<file path="config.mk">
export PLATFORM = sky130hd
export DESIGN_NAME = status_reg
export DESIGN_NICKNAME = d
export VERILOG_FILES = /design/src/rtl/status_reg.sv
export SDC_FILE = /design/constraint.sdc
export NUM_CORES = 1
export LEC_CHECK = 0
export BUFFER_PORTS_ARGS = -buffer_cell sky130_fd_sc_hd__buf_2
export CAP_MARGIN = 40
export CORE_UTILIZATION = 35
export CTS_CLUSTER_DIAMETER = 100
export CTS_CLUSTER_SIZE = 30
export DETAILED_ROUTE_END_ITERATION = 6
export PLACE_DENSITY = 0.94
export SYNTH_ARGS = -nofsm -noshare
export SYNTH_HDL_FRONTEND = slang
export SYNTH_SLANG_ARGS = --single-unit
</file>
<file path="constraint.sdc">
create_clock -name clk -period 2.2 [get_ports clk]
set_input_delay 0.44 -clock clk [delete_from_list [all_inputs] [get_ports clk]]
set_output_delay 0.44 -clock clk [all_outputs]
set_load 0.02 [all_outputs]
</file>
<file path="src/rtl/status_reg.sv">
`default_nettype none
// ============================================================================
// Module   : status_reg
// Purpose  : 6502 processor status register (P). It sits directly after the
//            ALU and captures the ALU flags {N,V,Z,C} under a
//            per-instruction update mask. It also executes the flag-only
//            instructions (CLC/SEC/CLI/SEI/CLV/CLD/SED), BIT, PLP/RTI and
//            interrupt/BRK entry. Carry is fed back to the ALU, the
//            interrupt logic gets an instruction-delayed copy of I, and the
//            byte pushed by PHP/BRK/IRQ/NMI is generated here.
//
// Config   : `define STATUS_REG_DECIMAL_EN to make D a real storage bit.
//            When it is not defined (2A03 style), D always reads 0, and
//            writes to D from sc_en or plp_load are ignored.
//
// Parameters
//   RESET_P      P value loaded by reset (default 8'h24: I=1, bit5=1)
//
// Ports
//   clk          in   1  system clock, rising edge
//   rst          in   1  asynchronous reset, active high
//   alu_flags    in   4  ALU flags {N,V,Z,C}
//   flag_we      in   1  load flags selected by upd_mask
//   upd_mask     in   4  {N,V,Z,C} per-flag write enable (qualified by flag_we)
//   bit_op       in   1  BIT: N,V come from mem_data[7:6]
//   mem_data     in   8  data-bus operand byte (BIT)
//   sc_en        in   1  set/clear a single flag
//   sc_sel       in   2  00=C 01=I 10=D 11=V
//   sc_val       in   1  value written by sc_en
//   plp_load     in   1  load P from p_in (PLP/RTI)
//   p_in         in   8  byte pulled from the stack
//   irq_entry    in   1  interrupt/BRK entry, forces I=1
//   instr_done   in   1  last cycle of the current instruction
//   push_b       in   1  B bit for push_byte (1 = PHP/BRK, 0 = IRQ/NMI)
//   p_out        out  8  current P {N,V,1,0,D,I,Z,C}
//   push_byte    out  8  p_out with bit4 = push_b and bit5 = 1
//   carry_out    out  1  P.C, to the ALU carry input
//   decimal      out  1  P.D
//   irq_mask     out  1  I as seen by the interrupt logic (delayed)
//
// Revision : 1.0  initial release
// ============================================================================
module status_reg #(
    parameter logic [7:0] RESET_P = 8'h24
) (
    input  logic       clk,
    input  logic       rst,
    input  logic [3:0] alu_flags,
    input  logic       flag_we,
    input  logic [3:0] upd_mask,
    input  logic       bit_op,
    input  logic [7:0] mem_data,
    input  logic       sc_en,
    input  logic [1:0] sc_sel,
    input  logic       sc_val,
    input  logic       plp_load,
    input  logic [7:0] p_in,
    input  logic       irq_entry,
    input  logic       instr_done,
    input  logic       push_b,
    output logic [7:0] p_out,
    output logic [7:0] push_byte,
    output logic       carry_out,
    output logic       decimal,
    output logic       irq_mask
);

    // ------------------------------------------------------------------
    // Encodings and bit positions
    // ------------------------------------------------------------------
    localparam logic [1:0] SEL_C = 2'b00;
    localparam logic [1:0] SEL_I = 2'b01;
    localparam logic [1:0] SEL_D = 2'b10;
    localparam logic [1:0] SEL_V = 2'b11;

    localparam int unsigned BIT_N = 7;
    localparam int unsigned BIT_V = 6;
    localparam int unsigned BIT_D = 3;
    localparam int unsigned BIT_I = 2;
    localparam int unsigned BIT_Z = 1;
    localparam int unsigned BIT_C = 0;

    localparam int unsigned MSK_N = 3;
    localparam int unsigned MSK_V = 2;
    localparam int unsigned MSK_Z = 1;
    localparam int unsigned MSK_C = 0;

    // ------------------------------------------------------------------
    // Flag storage. Bits 5 and 4 are not stored; they are constants on
    // read (1 and 0) and are only substituted on the pushed byte.
    // ------------------------------------------------------------------
    logic n_q, n_d;
    logic v_q, v_d;
    logic i_q, i_d;
    logic z_q, z_d;
    logic c_q, c_d;
    logic d_q;
    logic irq_mask_q, irq_mask_d;

    // Source for N and V under flag_we. BIT takes bits 7:6 of the operand.
    // Z and C always come from the ALU.
    logic src_n;
    logic src_v;

    assign src_n = bit_op ? mem_data[7] : alu_flags[3];
    assign src_v = bit_op ? mem_data[6] : alu_flags[2];

    // ------------------------------------------------------------------
    // Next-state for the stored flags. Writers are applied from lowest
    // to highest priority, so a later assignment overrides an earlier one
    // only for the flag that it actually writes. This gives the bitwise
    // merge of sc_en with flag_we.
    // ------------------------------------------------------------------
    always_comb begin
        n_d = n_q;
        v_d = v_q;
        i_d = i_q;
        z_d = z_q;
        c_d = c_q;

        if (flag_we) begin
            if (upd_mask[MSK_N]) n_d = src_n;
            if (upd_mask[MSK_V]) v_d = src_v;
            if (upd_mask[MSK_Z]) z_d = alu_flags[1];
            if (upd_mask[MSK_C]) c_d = alu_flags[0];
        end

        if (sc_en) begin
            case (sc_sel)
                SEL_C:   c_d = sc_val;
                SEL_I:   i_d = sc_val;
                SEL_V:   v_d = sc_val;
                default: ;  // SEL_D is handled with the D storage below
            endcase
        end

        if (plp_load) begin
            n_d = p_in[BIT_N];
            v_d = p_in[BIT_V];
            i_d = p_in[BIT_I];
            z_d = p_in[BIT_Z];
            c_d = p_in[BIT_C];
        end

        // Interrupt entry masks further IRQs regardless of other writers.
        if (irq_entry) begin
            i_d = 1'b1;
        end
    end

    // ------------------------------------------------------------------
    // Delayed interrupt mask. It samples the I value after this cycle's
    // update at each instruction boundary. A CLI/SEI/PLP mid-instruction
    // therefore reaches the interrupt logic only at the next boundary.
    // Interrupt entry closes the mask on the same edge.
    // ------------------------------------------------------------------
    always_comb begin
        irq_mask_d = irq_mask_q;
        if (instr_done) begin
            irq_mask_d = i_d;
        end
        if (irq_entry) begin
            irq_mask_d = 1'b1;
        end
    end

    always_ff @(posedge clk or posedge rst) begin
        if (rst) begin
            n_q        <= RESET_P[BIT_N];
            v_q        <= RESET_P[BIT_V];
            i_q        <= RESET_P[BIT_I];
            z_q        <= RESET_P[BIT_Z];
            c_q        <= RESET_P[BIT_C];
            irq_mask_q <= 1'b1;
        end else begin
            n_q        <= n_d;
            v_q        <= v_d;
            i_q        <= i_d;
            z_q        <= z_d;
            c_q        <= c_d;
            irq_mask_q <= irq_mask_d;
        end
    end

    // ------------------------------------------------------------------
    // Decimal flag (optional storage)
    // ------------------------------------------------------------------
`ifdef STATUS_REG_DECIMAL_EN
    logic d_d;

    always_comb begin
        d_d = d_q;
        if (sc_en && (sc_sel == SEL_D)) begin
            d_d = sc_val;
        end
        if (plp_load) begin
            d_d = p_in[BIT_D];
        end
    end

    always_ff @(posedge clk or posedge rst) begin
        if (rst) begin
            d_q <= RESET_P[BIT_D];
        end else begin
            d_q <= d_d;
        end
    end

    // Stack bits 5/4 have no storage, so they are deliberately dropped.
    logic w_unused_pin;
    assign w_unused_pin = ^p_in[5:4];
`else
    // 2A03 style: D is hard-wired to 0. Stack bits 5..3 are discarded.
    assign d_q = 1'b0;

    logic w_unused_pin;
    assign w_unused_pin = ^p_in[5:3];
`endif

    // ------------------------------------------------------------------
    // Outputs: plain decodes of the stored state
    // ------------------------------------------------------------------
    assign p_out     = {n_q, v_q, 1'b1, 1'b0, d_q, i_q, z_q, c_q};
    assign push_byte = {n_q, v_q, 1'b1, push_b, d_q, i_q, z_q, c_q};
    assign carry_out = c_q;
    assign decimal   = d_q;
    assign irq_mask  = irq_mask_q;

endmodule
`default_nettype wire
</file>
==> results.json <==
{
  "grt_usage_pct": 13.7,
  "min_period_ns": 1.37,
  "synth_area_leaders": "buf_4 25%, dfrtp_1 20%, dfstp_2 10%",
  "grt_max_degree": 10,
  "worstPathRequired_ns": 1.76,
  "clock_sinks": 6,
  "p_clk_share_pct": 30.6,
  "synth_seq_cells": 6,
  "gr-total-overflow": 0,
  "cp-start-kind": "flip-flop",
  "cpMaxStageDelayCell": "dfstp_2",
  "synth-simple-area-share_pct": 11.4,
  "synthTopCellsByCount": "17 x buf_4, 4 x a21oi_1, 4 x dfrtp_1",
  "p_leak_nw": 0.343,
  "initialDrtViolationCount": 10,
  "vias_per_cell": 4.64,
  "core_sq_um": 1320,
  "yosysUniqueCellTypes": 24,
  "intPower_uw": 239,
  "worstHoldPathType": "in -> async",
  "fp.dieArea_sq_um": 1590,
  "yosysWarnings": 0,
  "p_switching_uw": 116,
  "die_y_microns": 39.9,
  "hold_buffers": 0,
  "fin_tns_setup_ns": 0,
  "synth_top_family_by_area": "buffers and inverters",
  "hpwl_microns": 841,
  "antenna_left": 0,
  "dr_wl_met3_microns": 102,
  "clk_pin_slew_ns": 0.05,
  "setup_viol": 0,
  "cts_buffers": 3,
  "drc": 0,
  "finClkSkew_ns": 0.0000242,
  "routed-wl-met2_microns": 519,
  "ys_seq_area_share_pct": 30.3,
  "rsz0062_at_grt": "false",
  "drv_cap": 0,
  "hold_viol_final": 0,
  "crit_family": "flip-flops",
  "gp_congestion": 0.747,
  "arrival_ns": 0.93,
  "wl_microns": 994,
  "critical_path.cell_chain": "buf_2",
  "power_frac_seq_pct": 36.4,
  "antenna_found_initial": 0,
  "n_antenna_cell": 0,
  "area_growth_pct": 22.6,
  "rows": 13,
  "avgSynthCellArea_sq_um": 8.98,
  "slowest_delay_ns": 0.53,
  "synth.top_cell.area_share_pct": 25.4,
  "cts_setup_buffers": 0,
  "synth_most_common_cell": "buf_4",
  "postSynth.topFlopCell": "dfrtp_1",
  "highest_layer": "met4",
  "cts_resized": 0,
  "port_buffers": 37,
  "synth_cells": 56,
  "synthXorXnorAreaFrac_pct": 0,
  "post_drt_wl_per_cell_microns": 10.1,
  "initial_core_util_pct": 38.2,
  "crit_fanout": 3,
  "first_pass_iters": 4,
  "drive_gt1_share_pct": 53.0,
  "fin_crit_sh_pct": 62.4,
  "power_frac_comb_pct": 33.0,
  "slew_viol_final": 0,
  "ios": 55,
  "insertion_delay_ns": 0.24,
  "synth_mux_area_share_pct": 5.97,
  "async_flop_share_pct": 100,
  "worstSetupPathType": "reg -> out",
  "cts_buffer_depth": 2,
  "grt_pass1_vias": 373,
  "h-tree-depth": 1,
  "vias": 455,
  "synth_edf_count": 0,
  "power_density_nw_per_um2": 576,
  "synth-compound-area-share_pct": 22.4,
  "end_kind": "output port",
  "power.total_uw": 355,
  "synth_fa_ha_area_share_pct": 0,
  "cts_tree": "done",
  "fmax_ghz": 0.729,
  "syn-cell-area_sq_um": 503,
  "ir_drop_mv": 0.164,
  "yosysTopAreaCell": "buf_4",
  "root_buffer": "clkbuf_4",
  "switching_share_pct": 32.7,
  "path_buf_inv": 1,
  "fp.dieW_microns": 39.9,
  "fin_nets": 120,
  "grt_pass1_wl_mm": 1.38,
  "m1WireLength_microns": 361,
  "outcome": "complete, no violations"
}
registers in the layout (all words and copies together) (netlist names):
register and cells:
v_q 1, i_q 1, carry_out 1, n_q 1, irq_mask 1, z_q 1
metrics by stage:
step	cells	setup WS [ns]	cell area (sq um)	hold WS, ns	util, %
2_1_floorplan	60	1.09	518	0.230	-
3_3_place_gp	94	0.953	591	0.360	44.8
3_5_place_dp	94	0.927	591	0.362	44.8
4_1_cts	98	0.815	617	0.0948	46.8
5_1_grt	98	0.793	617	0.117	46.8
6_report	98	0.828	617	0.0959	46.8
power by group through the flow:
stage          Sequential, mW  Clock, mW  Combinational (mW)
4_1_cts                 0.129      0.115               0.118
3_3_place_gp            0.130          0               0.115
5_1_grt                 0.131      0.120               0.130
6_report                0.129      0.109               0.117
3_5_place_dp            0.131          0               0.118
2_1_floorplan           0.134          0              0.0992
path summary, 6_finish.rpt:
check	startpoint	endpoint	slack, ns	depth (start not counted)
min in group clk	p_in[7]	n_q$_DFFE_PP0P_	0.40	2
worst max register to register	carry_out$_DFF_PP0_	carry_out$_DFF_PP0_	1.24	3
worst max-delay path	i_q$_DFF_PP1_	p_out[2]	0.83	1
worst min register to register	irq_mask$_DFFE_PP1P_	irq_mask$_DFFE_PP1P_	0.58	2
worst min-delay path	rst	carry_out$_DFF_PP0_	0.1	2
max in group asynchronous	rst	i_q$_DFF_PP1_	1.85	2
logic make-up (layout without fill, tap and decap cells):
kind of cell | Yosys count | after routing
buffers and inverters | 21 | 44
AO/OA/AOI/OAI | 15 | 15
AND/OR/NAND/NOR | 9 | 9
flip-flops | 6 | 6
multiplexers | 3 | 3
other | 2 | 6
cell type report:
cell class,instances,area [sq um]
Sequential cell,6,153
Clock buffer,4,26.3
Tap cell,15,18.8
Inverter,3,11.3
Timing Repair Buffer,37,185
Multi-Input combinational cell,33,223
Fill cell,139,701
placed cells by master (no fill, tap or decap), types with 2 or more instances in the layout:
cell	count
nand2_1	3
clkbuf_4	3
dfrtp_1	4
o31ai_1	2
a21oi_1	4
conb_1	6
mux2i_1	3
inv_1	3
a311oi_1	2
buf_2	37
dfstp_2	2
metal layers:
layer | vias to the layer above | GRT usage, %
li1 | 226 | -
met1 | 199 | 13.0
met2 | 28 | 24.2
met3 | 2 | 2.27
met4 | 0 | 12.9
met5 | - | 0
No activity file was read; power rests on OpenSTA's default activity.
